**src/rtl/sbox_seq_ctrl.sv**
```systemverilog
`default_nettype none
`timescale 1ns/1ps
// ============================================================================
//  Module   : sbox_seq_ctrl
//  Purpose  : Sequences the eight DES S-box lookups of one round through a
//             single shared, combinational S-box ROM. The 48-bit round data is
//             latched on START, one 6-bit group is presented per cycle, the
//             4-bit results are gathered into an accumulator, and the
//             assembled 32-bit word is published on DOUT with a DONE pulse.
//
//  Ports    : clk       in   1    clock, rising edge
//             rst_n     in   1    asynchronous active-low reset
//             start     in   1    begin an operation (sampled in IDLE only)
//             din       in   48   round data, group 0 in din[47:42]
//             rom_sel   out  3    S-box ROM index being addressed
//             rom_addr  out  6    S-box input for the addressed ROM
//             rom_data  in   4    combinational ROM result
//             dout      out  32   assembled result, box 0 in dout[31:28]
//             busy      out  1    high while RUN or DONE
//             done      out  1    one-cycle pulse, dout valid
//             abort     in   1    only with SBOX_SEQ_ABORT_EN defined
//
//  Config   : SBOX_SEQ_ABORT_EN - adds the abort port and abort handling.
//             Default build (macro undefined) always runs to completion.
//
//  Revision : 1.0 - initial release
// ============================================================================
module sbox_seq_ctrl #(
    parameter int NUM_BOX   = 8,
    parameter bit ABORT_CLR = 1'b1
) (
    input  logic                   clk,
    input  logic                   rst_n,
    input  logic                   start,
    input  logic [6*NUM_BOX-1:0]   din,
    output logic [2:0]             rom_sel,
    output logic [5:0]             rom_addr,
    input  logic [3:0]             rom_data,
    output logic [4*NUM_BOX-1:0]   dout,
    output logic                   busy,
    output logic                   done
`ifdef SBOX_SEQ_ABORT_EN
    ,
    input  logic                   abort
`endif
);

    localparam int                 c_CNT_W    = (NUM_BOX > 1) ? $clog2(NUM_BOX) : 1;
    localparam logic [c_CNT_W-1:0] c_CNT_LAST = c_CNT_W'(NUM_BOX - 1);

    typedef enum logic [1:0] {
        ST_IDLE = 2'd0,
        ST_RUN  = 2'd1,
        ST_DONE = 2'd2
    } state_t;

    state_t                 r_state;
    state_t                 w_state_next;
    logic [c_CNT_W-1:0]     r_cnt;
    logic [6*NUM_BOX-1:0]   r_din;
    logic [3:0]             r_acc [NUM_BOX];
    logic [4*NUM_BOX-1:0]   r_dout;

    logic                   w_abort;
    logic                   w_load;
    logic                   w_step;
    logic                   w_finish;
    logic                   w_abort_hit;
    logic [5:0]             w_group [NUM_BOX];
    logic [4*NUM_BOX-1:0]   w_dout_next;

`ifdef SBOX_SEQ_ABORT_EN
    assign w_abort = abort;
`else
    assign w_abort = 1'b0;
`endif

    // Split the latched data into its 6-bit groups, group 0 at the top.
    generate
        for (genvar g = 0; g < NUM_BOX; g++) begin : g_group
            assign w_group[g] = r_din[(NUM_BOX-1-g)*6 +: 6];
        end
    endgenerate

    // The final box result is taken straight from the ROM so the full word
    // can be loaded into dout on the same edge that captures it.
    generate
        for (genvar g = 0; g < NUM_BOX; g++) begin : g_pack
            if (g == NUM_BOX - 1) begin : g_last
                assign w_dout_next[(NUM_BOX-1-g)*4 +: 4] = rom_data;
            end else begin : g_acc
                assign w_dout_next[(NUM_BOX-1-g)*4 +: 4] = r_acc[g];
            end
        end
    endgenerate

    // ------------------------------------------------------------------------
    // State register
    // ------------------------------------------------------------------------
    always_ff @(posedge clk or negedge rst_n) begin
        if (!rst_n) begin
            r_state <= ST_IDLE;
        end else begin
            r_state <= w_state_next;
        end
    end

    // ------------------------------------------------------------------------
    // Next-state and output decode
    // ------------------------------------------------------------------------
    always_comb begin
        w_state_next = r_state;
        w_load       = 1'b0;
        w_step       = 1'b0;
        w_finish     = 1'b0;
        w_abort_hit  = 1'b0;
        busy         = 1'b0;
        done         = 1'b0;
        rom_sel      = 3'd0;
        rom_addr     = 6'd0;

        case (r_state)
            ST_IDLE: begin
                if (start) begin
                    w_load       = 1'b1;
                    w_state_next = ST_RUN;
                end
            end
            ST_RUN: begin
                busy     = 1'b1;
                rom_sel  = 3'(r_cnt);
                rom_addr = w_group[r_cnt];
                // Abort wins over both the capture and any start request.
                if (w_abort) begin
                    w_abort_hit  = 1'b1;
                    w_state_next = ST_IDLE;
                end else begin
                    w_step = 1'b1;
                    if (r_cnt == c_CNT_LAST) begin
                        w_finish     = 1'b1;
                        w_state_next = ST_DONE;
                    end
                end
            end
            ST_DONE: begin
                busy         = 1'b1;
                done         = 1'b1;
                w_abort_hit  = w_abort;
                w_state_next = ST_IDLE;
            end
            default: begin
                w_state_next = ST_IDLE;
            end
        endcase
    end

    // ------------------------------------------------------------------------
    // Datapath: input latch, box counter, accumulator, result register
    // ------------------------------------------------------------------------
    always_ff @(posedge clk or negedge rst_n) begin
        if (!rst_n) begin
            r_cnt  <= '0;
            r_din  <= '0;
            r_dout <= '0;
            for (int i = 0; i < NUM_BOX; i++) begin
                r_acc[i] <= 4'd0;
            end
        end else begin
            if (w_load) begin
                r_din <= din;
                r_cnt <= '0;
            end else if (w_step) begin
                r_acc[r_cnt] <= rom_data;
                // Wrap explicitly so the count is back at zero on RUN exit.
                r_cnt <= w_finish ? '0 : r_cnt + c_CNT_W'(1);
            end

            if (w_finish) begin
                r_dout <= w_dout_next;
            end else if (w_abort_hit && ABORT_CLR) begin
                r_dout <= '0;
            end
        end
    end

    assign dout = r_dout;

endmodule
`default_nettype wire

```
**config.mk**
```make
export PLATFORM = sky130hd
export DESIGN_NAME = sbox_seq_ctrl
export DESIGN_NICKNAME = d
export VERILOG_FILES = /design/src/rtl/sbox_seq_ctrl.sv
export SDC_FILE = /design/constraint.sdc
export NUM_CORES = 1
export LEC_CHECK = 0
export CORE_MARGIN = 4
export CORE_UTILIZATION = 52
export DETAILED_ROUTE_END_ITERATION = 6
export PLACE_DENSITY = 0.77
export SYNTH_ARGS = -nofsm -noshare
export SYNTH_HDL_FRONTEND = slang
export SYNTH_SLANG_ARGS = --single-unit
```
**constraint.sdc**
```tcl
create_clock -name clk -period 1.9 [get_ports clk]
set_input_delay 0.38 -clock clk [delete_from_list [all_inputs] [get_ports clk]]
set_output_delay 0.38 -clock clk [all_outputs]
set_load 0.1 [all_outputs]
```
# Word level (Yosys, flattened, before mapping)
# Index checks and enable logic that the tools add are counted.
# totals
register_bits	117
word_cells	50
# op_classes
addsub	1
order_cmp	2
n_eq_ne	5
mux	22
n_bitwise	2
n_reduce_logical	6
# ops
cell	n
bitwise mux 32 bit	1
two-way mux 32 bit	1
binary-select mux 6 bit (select 3 bit)	1
two-way mux 6 bit	3
demux 4 bit (select 3 bit)	1
two-way mux 3 bit	4
two-way mux 1 bit	7
greater-or-equal comparator 4 bit (second input constant)	1
< comparator 4 x 1 -> 1 bit (second input constant)	1
two-way mux 2 bit	2
two-way mux 4 bit	1
inequality test 2 bit (second input constant)	2
inverter 3 -> 4 bit	1
one-hot mux 2 bit (2 select lines)	1
AND reduction 2 bit	2
adder 3 x 1 -> 3 bit (second input constant)	1
equality test 3 bit (second input constant)	1
equality test 2 x 1 -> 1 bit (second input constant)	1
equality test 2 bit (second input constant)	1
logical NOT 2 bit	1
nonzero test 2 bit	1
OR reduction 2 bit	1
logical AND 1 bit	1
inverter 1 bit	1

# Longest topological paths before layout
# Gate-level depths: netlist of the first run.
# depth
word_depth	6
ltp_mapped	6
ltp_nobuf	5

# Least setup slack after synthesis of the first run
# No wires, ideal clock.
# synth_timing
path_type	register to output
startpoint	register r_cnt[1]
endpoint	output rom_addr[0]
arrival_ns	2.653
required_time_ns	1.520
setup_slack_ns	-1.133
stages_incl_launch_ff	6
cell_sequence	dfrtp_1 > buf_6 > buf_4 > nor4bb_1 > a31oi_1 > a31oi_1
# synth_via
elab_chain_cells	5
# synth_lines
item	line	text
from (decl)	59	logic [c_CNT_W-1:0] r_cnt;
from (signal assigned)	175	r_cnt <= w_finish ? '0 : r_cnt + c_CNT_W'(1);
inverter 3 -> 4 bit (implied by the code)	132	rom_addr = w_group[r_cnt];
binary-select mux 6 bit (select 3 bit)	132	
two-way mux 6 bit (implied by the code) (2 in series)	132	
two-way mux 6 bit	122	case (r_state)
to (decl)	37	output logic [5:0] rom_addr,
# Every way passes these cells. The select of a mux whose other input is x is not followed.

# Worst setup path in the final report of the first run
# layout_timing
startpoint	register r_cnt[2]
endpoint	output rom_addr[4]
# The elaborated chain is that of the path after synthesis.

==> metrics.txt, run 1 <==
most frequent cells in the layout=dfrtp_1, mux2_2, clkdlybuf4s50_1; post-synthesis mux area share=29.50%; CTS tree=built; complex-gate fraction of the synthesized area=3.373%; final hold vios=0; Simple-Gate Fraction of Synth Area=4.869%; top cell type by total area after synthesis=dfrtp_1; min-delay worst type=input port to async pin; min cycle time layout=2363 ps; Clock power frac=21.9%; clk root buf=clkbuf_8; Mapped Nets=395; Primary FF master, synth=dfrtp_1; global route overflow=0; most common cell after layout, fill and taps aside=dfrtp_1; Tot GR Track Use=21.11%; worst path cell trace=buf_6 > or3b_4 > a21oi_2 > o31a_4 > buf_12; I/O pin cnt=98; 1st-iter DRT viols=116; ant diodes=0; crit end category=output port; P_int=0.009172 W; initial core utilization=53.39%; Post-route DRC=0; Synth top area share=57.32%; Longest Clk Path Bufs=2; post-synthesis xor/xnor area fraction=0%; Antenna Violating Nets Remaining=0; die extent in x=105.4 um; P_leak=3.236 nW; largest family of logic cells by synthesized area=multiplexers; Slew Limit Fails=0; status=finished, violations left; Fillers=529; vias in the first global route=3569; Place WS=19.10 ps; synthesized area per cell=14.82 um2; critical path arrival=1980 ps; layout cells sized above 1=55.88%; Crit Path Class=flip-flop to output port; Post-Route WL=11.67 mm; Die Ht=105.4 um; fin util=79.51%; Max FO, Critical Path=6; final net count=525; row cnt=35; initial antenna violation count=0; net load switching power=0.006247 W; synthesized area=4933 um2; adder-cell area share of the yosys netlist=1.775%; Crit path largest cell delay=470 ps; Max H-tree Level=4; Synth async-reset ratio=100.0%; CTS clk-pin slew, worst paths=60 ps; Worst Clk Skew=11.19 ps; Warnings, synthesis=0; fin cells=605; failing checks=setup timing; largest net degree at the start of global routing=58; Critical Path Source Type=flip-flop; Tcrit/Tclk final=124.4%; final worst slack=-463.4 ps; Finish-stage setup viols=9; DR vias=3218; drt first pass iters=4; RSZ-0062 raised after global routing=true; dpl hpwl=7.231 mm; core footprint=9240 um2; Logic pwr share=50.3%; Synth-to-Final Area Change=48.92%; # placed instances=558; Mapped Cells=333; Max Cap Viol=0; input/output buffers=97; PwrDens=2099 nW/um2; setup TNS=-2839 ps; Worst VDD drop=1.429 mV; Least-Margin Pin Slew=418.6 ps; register area share after synthesis=57.32%; Placer Congestion=0.7707; TritonCTS buffer count=17; Avg WL per Cell=19.28 um; Sequential Power Share=27.8%; #FFs+latches synth=113; Slowest cell on crit path=dfrtp_2; Unique masters post-synth=42; Sw Ratio=40.52%; top cells by area, synth=dfrtp_1, mux2_2, mux2i_1; number of synthesized flops with an enable pin=0; relative slew slack=72.00%; WP data required=1520 ps; die area=11110 um2; vias per cell=5.319; clock latency on the worst-skew pair=500 ps; fmax=423.1 MHz; first-pass GRT wire length=18.22 mm; Sink Count=113
power by group through the flow:
stage | clock, W | combinational (W) | sequential (W)
after detailed placement | 0 | 0.00701 | 0.00424
after global routing | 0.00354 | 0.00809 | 0.00441
after CTS | 0.00342 | 0.00746 | 0.00425
final | 0.00338 | 0.00775 | 0.00428
after floorplan | 0 | 0.00356 | 0.00558
after global placement | 0 | 0.00691 | 0.00418
Yosys cell counts (2+ instances only):
master / count
nand3_1: 2
a21oi_1: 6
buf_4: 3
inv_1: 4
nand2b_1: 3
nand2_1: 5
ha_1: 7
buf_6: 3
mux2_2: 107
o22ai_1: 6
nor2_1: 5
o31a_1: 3
o21a_1: 2
nor3_4: 2
a31oi_1: 2
and2_1: 3
dfrtp_1: 113
mux2_4: 4
buf_2: 9
a211oi_1: 2
nor3b_1: 2
clkbuf_1: 2
mux2i_1: 19
flip-flops by register name, summed over array words and instances, names as in the netlist:
| name | flops |
|---|---|
| dout | 32 |
| r_cnt | 3 |
| r_state | 2 |
| r_acc | 28 |
| r_din | 48 |
kinds of logic (layout without fill, tap and decap cells):
group / count (synthesis) / in the layout
adders and majority gates: 7 / 7
DFF: 113 / 113
AOI/OAI and AO/OA: 25 / 25
and+or+nand+nor: 34 / 34
muxes: 130 / 130
buffers and inverters: 24 / 167
critical path, delay by kind of cell, from the launching register on:
| kind | cells | cell delay [ps] |
|---|---|---|
| and+or+nand+nor | 1 | 380 |
| buffers and inverters | 2 | 330 |
| DFF | 1 | 470 |
| AOI/OAI and AO/OA | 2 | 310 |
layer usage:
layer	vias up	track usage, %	share of wire (%)
li1	1459	-	-
met1	1657	23.81	40
met2	91	38.62	54
met3	11	5.634	4.9
met4	0	6.748	1.0
met5	-	0	0
per-stage QoR:
step / area (um2) / hold WS (ps) / power [W]
after floorplan: 5001 / 84.41 / 0.009139
after global placement: 6384 / 411.4 / 0.01109
after detailed placement: 6384 / 414.9 / 0.01126
after CTS: 7199 / 432.6 / 0.01513
after global routing: 7347 / 469.0 / 0.01604
final: 7347 / 434.7 / 0.01542
timing repair:
| item | in CTS | in global routing |
|---|---|---|
| setup buffers | 7 | 6 |
| endpoints found under the hold margin | 113 | 0 |
| setup endpoints to repair | 9 | 27 |
| hold buffers | 1 | 0 |
| pin swaps | 4 | 3 |
| resized for setup | 28 | 22 |
| cloned | 0 | 1 |
path summary, 6_finish.rpt:
kind                            start     endpoint  slack (ps)  depth (start not counted)
setup / recovery             r_cnt[2]  rom_addr[4]        -460                          5
hold / removal                  rst_n      dout[9]         430                          3
setup reg to reg           r_state[1]    r_acc[14]          30                          7
hold reg to reg             r_din[21]    r_din[21]         500                          1
max in group asynchronous       rst_n     r_cnt[1]        1180                          3
min in group clk              din[20]    r_din[20]         490                          2
area by class of cell:
class | instances | area (um2) | share of cell area (%)
Sequential cell | 113 | 2831 | 38.54
Clock inverter | 10 | 181.4 | 2.469
Timing Repair Buffer | 130 | 1511 | 20.57
Multi-Input combinational cell | 196 | 2186 | 29.75
Clock buffer | 22 | 452.9 | 6.165
Tap cell | 129 | 161.4 | 2.197
Inverter | 5 | 22.52 | 0.3065
(Power assumes the default switching activity.)
==> run 2: changes to the inputs <==
CORE_UTILIZATION = 54   (was 52)
DONT_BUFFER_PORTS = 1   (was unset)
PLACE_DENSITY = 0.66   (was 0.77)
==> metrics.txt, run 2 (synthesized netlist as in run 1, its figures left out) <==
input/output buffers=0 (-100%); vias per cell=5.727 (+7.7%); setup TNS=-3507 ps (-668.8 ps); die area=10730 um2 (-3.4%); Critical Path Source Type=flip-flop; min-delay worst type=input port to async pin; final net count=468 (-11%); layer with the highest usage=met2; relative slew slack=37.77% (-34 points); Antenna Violating Nets Remaining=0 (unchanged); crit end category=output port; row cnt=34 (-2.9%); final hold vios=113 (+113); drt first pass iters=4 (unchanged); Synth-to-Final Area Change=40.88%; CTS tree=built; RSZ-0062 raised after global routing=true; most common cell after layout, fill and taps aside=dfrtp_1; layout cells sized above 1=58.23% (+2.4 points); Die Ht=103.6 um (-1.7%); Largest register FFs=48 (unchanged); met3 usage=7.774% (+2.1 points); Least-Margin Pin Slew=933.5 ps (+514.8 ps); Sink Count=113 (unchanged); Max H-tree Level=4 (unchanged); Finish-stage setup viols=31 (+22); clock latency on the worst-skew pair=510 ps (about the same); die extent in x=103.6 um (-1.7%); largest net degree at the start of global routing=114 (+97%); TritonCTS buffer count=17 (unchanged); Max Cap Viol=0 (unchanged); Hold WS=-431.5 ps (-866.2 ps); ant diodes=0 (unchanged); Post-Route WL=11.67 mm (about the same); Tcrit/Tclk final=126.1% (+1.7 points); Placer Congestion=0.7656 (-0.66%); critical path arrival=2020 ps (+40 ps); final worst slack=-495.5 ps (-32.07 ps); Max FO, Critical Path=7 (+1); first-pass GRT wire length=17.30 mm (-5.0%); most frequent cells in the layout=dfrtp_1, mux2_2, mux2_4; Fillers=508 (-4.0%); met1 Track Usage GR=23.30% (-0.51 points); Slew Limit Fails=0 (unchanged); status=finished, violations left; Post-route DRC=0 (unchanged); initial antenna violation count=1 (+1); vias in the first global route=3235 (-9.4%); WP data required=1520 ps (about the same); failing checks=hold timing, setup timing; # placed instances=444 (-20%); Worst Clk Skew=9.552 ps (-1.641 ps); Crit Path Class=flip-flop to output port; fin cells=527 (-13%); Avg WL per Cell=22.15 um (+15%); DR vias=3018 (-6.2%); clk root buf=clkbuf_8; global route overflow=0 (unchanged); Longest Clk Path Bufs=2 (unchanged); min cycle time layout=2395 ps (+32.07 ps); initial core utilization=56.02% (+2.6 points); dpl hpwl=6.360 mm (-12%); CTS clk-pin slew, worst paths=60 ps (about the same); I/O pin cnt=98 (unchanged); 1st-iter DRT viols=76 (-34%); fmax=417.5 MHz (-1.3%); Tot GR Track Use=20.64% (-0.48 points); Place WS=18.43 ps (-0.6615 ps); Largest Register=r_din; core footprint=8806 um2 (-4.7%); met2 usage=36.26% (-2.4 points)
-- run 2: cell types whose count changed in the layout (fill, tap and decap cells not counted), moves of 6 or more --
cell,change
mux2_4,+32
buf_12,-17
buf_4,-23
mux2i_4,+6
dlygate4sd3_1,+29
mux2_2,-32
clkdlybuf4s50_1,-53
-- run 2: cell type report --
cell class,count,area (um2),area share [%]
clock buffers,19,431.7,6.211
multi-input cells,196,2445,35.18
clock inverters,13,185.2,2.664
well taps,108,135.1,1.944
repair buffers,73,894.6,12.87
flip-flops and latches,113,2833,40.76
inverters,5,26.28,0.3780
-- run 2: path summary, 6_finish.rpt --
path | slack (ps) | to | depth (start not counted) | from
max | -500 | rom_addr[4] | 5 | r_cnt[0]
min | -430 | dout[5] | 0 | rst_n
max reg2reg | -30 | dout[6] | 8 | r_cnt[0]
min reg2reg | 500 | dout[19] | 1 | r_acc[19]
max in group asynchronous | 2170 | r_cnt[1] | 0 | rst_n
min in group clk | 20 | r_din[1] | 1 | din[1]
-- run 2: what timing repair did --
action,4_1_cts,5_1_grt
gates resized for setup,51,72
hold endpoints to repair,140,116
endpoints found under the setup margin,10,45
pin swaps,13,12
hold buffers,27,3
setup buffers,9,8
gates cloned,2,3
-- run 2: through the flow --
step	hold WS, ps	utilization [%]	cell area [um2]
final	-431.5	78.93	6950
after global routing	-457.8	78.93	6950
after CTS	-458.5	74.07	6523
after detailed placement	87.74	59.92	5276
after global placement	87.12	59.92	5276
after floorplan	84.41	-	5001
-- run 2: worst max-delay path, cell delays in order, from the launching register on --
cell	delay, ps
dfrtp_2	440
buf_4	160
buf_12	140
mux2i_2	190
o22ai_2	100
o31a_4	480
-- run 2: layer usage --
| metal | vias to the layer above | wire [um] |
|---|---|---|
| li1 | 1353 | - |
| met1 | 1562 | 4411 |
| met2 | 85 | 6364 |
| met3 | 16 | 716 |
| met4 | 2 | 170 |
| met5 | - | 8 |
Power of run 2 is left out: the tool's default activity adds up to more than one toggle a clock period on the data nets, which glitch-free logic cannot reach.
==> run 3: changes to the inputs <==
MAX_ROUTING_LAYER = met4   (was unset)
==> metrics.txt, run 3 (synthesized netlist as in run 1, its figures left out) <==
failing checks=hold timing, setup timing; vias per cell=5.714 (-0.23%); Sink Count=113 (unchanged); Max Cap Viol=0 (unchanged); Crit Path Class=flip-flop to output port; Worst Clk Skew=4.754 ps (-4.798 ps); R2R Path Start=r_cnt[0]; R2R Setup Slk=-40 ps (about the same); crit end category=output port; WP data required=1520 ps (about the same); CTS clk-pin slew, worst paths=60 ps (about the same); clock latency on the worst-skew pair=510 ps (about the same); Post-route DRC=0 (unchanged); final net count=464 (-0.85%); Fillers=507 (-0.20%); row cnt=34 (unchanged); input/output buffers=0 (unchanged); Antenna Violating Nets Remaining=0 (unchanged); Tcrit/Tclk final=126.0% (about the same); Avg WL per Cell=22.11 um (-0.18%); most frequent cells in the layout=dfrtp_1, mux2_2, mux2_4; clk root buf=clkbuf_8; CTS tree=built; core footprint=8806 um2 (unchanged); Max H-tree Level=4 (unchanged); relative slew slack=37.46% (-0.31 points); hold buffers post-CTS=27 (unchanged); Least-Margin Pin Slew=938.1 ps (+4.594 ps); critical path arrival=2010 ps (about the same); Critical Path Source Type=flip-flop; global route overflow=0 (unchanged); Reg area=2833 um2 (unchanged); Finish-stage setup viols=29 (-6.5%); die area=10730 um2 (unchanged); Slowest cell on crit path=o31a_4; Die Ht=103.6 um (unchanged); Crit path largest cell delay=480 ps (about the same); Largest Register=r_din; final hold vios=113 (unchanged); fmax=417.6 MHz (about the same); first-pass GRT wire length=17.31 mm (about the same); most common cell after layout, fill and taps aside=dfrtp_1; worst path cell trace=buf_4 > buf_12 > mux2i_2 > o22ai_2 > o31a_4; initial core utilization=56.02% (unchanged); layout cells sized above 1=58.55% (+0.32 points); DR vias=2994 (-0.80%); drt first pass iters=4 (unchanged); die extent in x=103.6 um (unchanged); Longest Clk Path Bufs=2 (unchanged); status=finished, violations left; vias in the first global route=3234 (-0.031%); Tot GR Track Use=21.20% (+0.56 points); largest net degree at the start of global routing=114 (unchanged); Placer Congestion=0.7758 (+1.3%); Synth-to-Final Area Change=40.17%; Hold WS=-433.0 ps (-1.478 ps); RSZ-0062 raised after global routing=true; I/O pin cnt=98 (unchanged); Slew Limit Fails=0 (unchanged); final worst slack=-494.9 ps (+0.5790 ps); Critical path origin=r_cnt[0]; Max FO, Critical Path=7 (unchanged); initial antenna violation count=1 (unchanged); dpl hpwl=6.360 mm (unchanged); Largest register FFs=48 (unchanged); Post-Route WL=11.58 mm (-0.75%); min-delay worst type=input port to async pin; 1st-iter DRT viols=98 (+29%); min cycle time layout=2395 ps (-0.5790 ps); area taken by multi-input logic gates=2445 um2 (unchanged); TritonCTS buffer count=17 (unchanged)
[run 3: cell count changes in the layout (fill, tap and decap cells not counted), sizes merged]
cell	before	now
dlygate4sd3	30	27
buf	40	39
diode	0	1
[run 3: cell type report]
cell class,count,share of cell area [%]
sequential,113,40.96
clock inverter,13,2.678
tap,108,1.954
clock buffer,19,6.242
multi-input combinational,196,35.35
antenna,1,0.03619
timing repair buffer,69,12.39
inverter,5,0.3800
[run 3: path summary, 6_finish.rpt]
check / endpoint / cells after the start
max reg2reg: dout[6] / 8
min reg2reg: dout[15] / 1
max in group asynchronous: r_cnt[1] / 0
max: rom_addr[4] / 5
min: dout[5] / 0
min in group clk: r_din[22] / 1
[run 3: through the flow]
step                setup TNS, ps  setup WS [ps]  cell area, um2  utilization, %  instances
detailed placement              0          18.43            5276           59.92        444
floorplan                  -195.9         -176.7            5001               -        333
CTS                         -5293         -495.4            6523           74.07        514
global placement                0          26.56            5276           59.92        444
global route                -4514         -531.9            6915           78.53        524
finish                      -3505         -494.9            6915           78.53        524
[run 3: what timing repair did]
action,in CTS,in global routing
gates resized for setup,51,72
pin swaps,13,12
setup buffers,9,7
endpoints found under the hold margin,140,113
gates cloned,2,3
setup endpoints to repair,10,45
[run 3: routing by layer]
metal	vias to the layer above	GRT usage (%)	wire length, um	share of wire (%)
li1	1344	-	-	-
met4	0	6.553	114	0.98
met1	1547	24.09	4563	39
met2	92	36.07	6277	54
met5	-	-	0	0
met3	11	6.654	629	5.4
[run 3: worst max-delay path: cells and delay by family (launching register included)]
kind | cells | cell delay (ps)
compound gates | 2 | 580
buf+inv | 2 | 300
flops | 1 | 440
mux | 1 | 190
Power of run 3 is left out for the same reason.
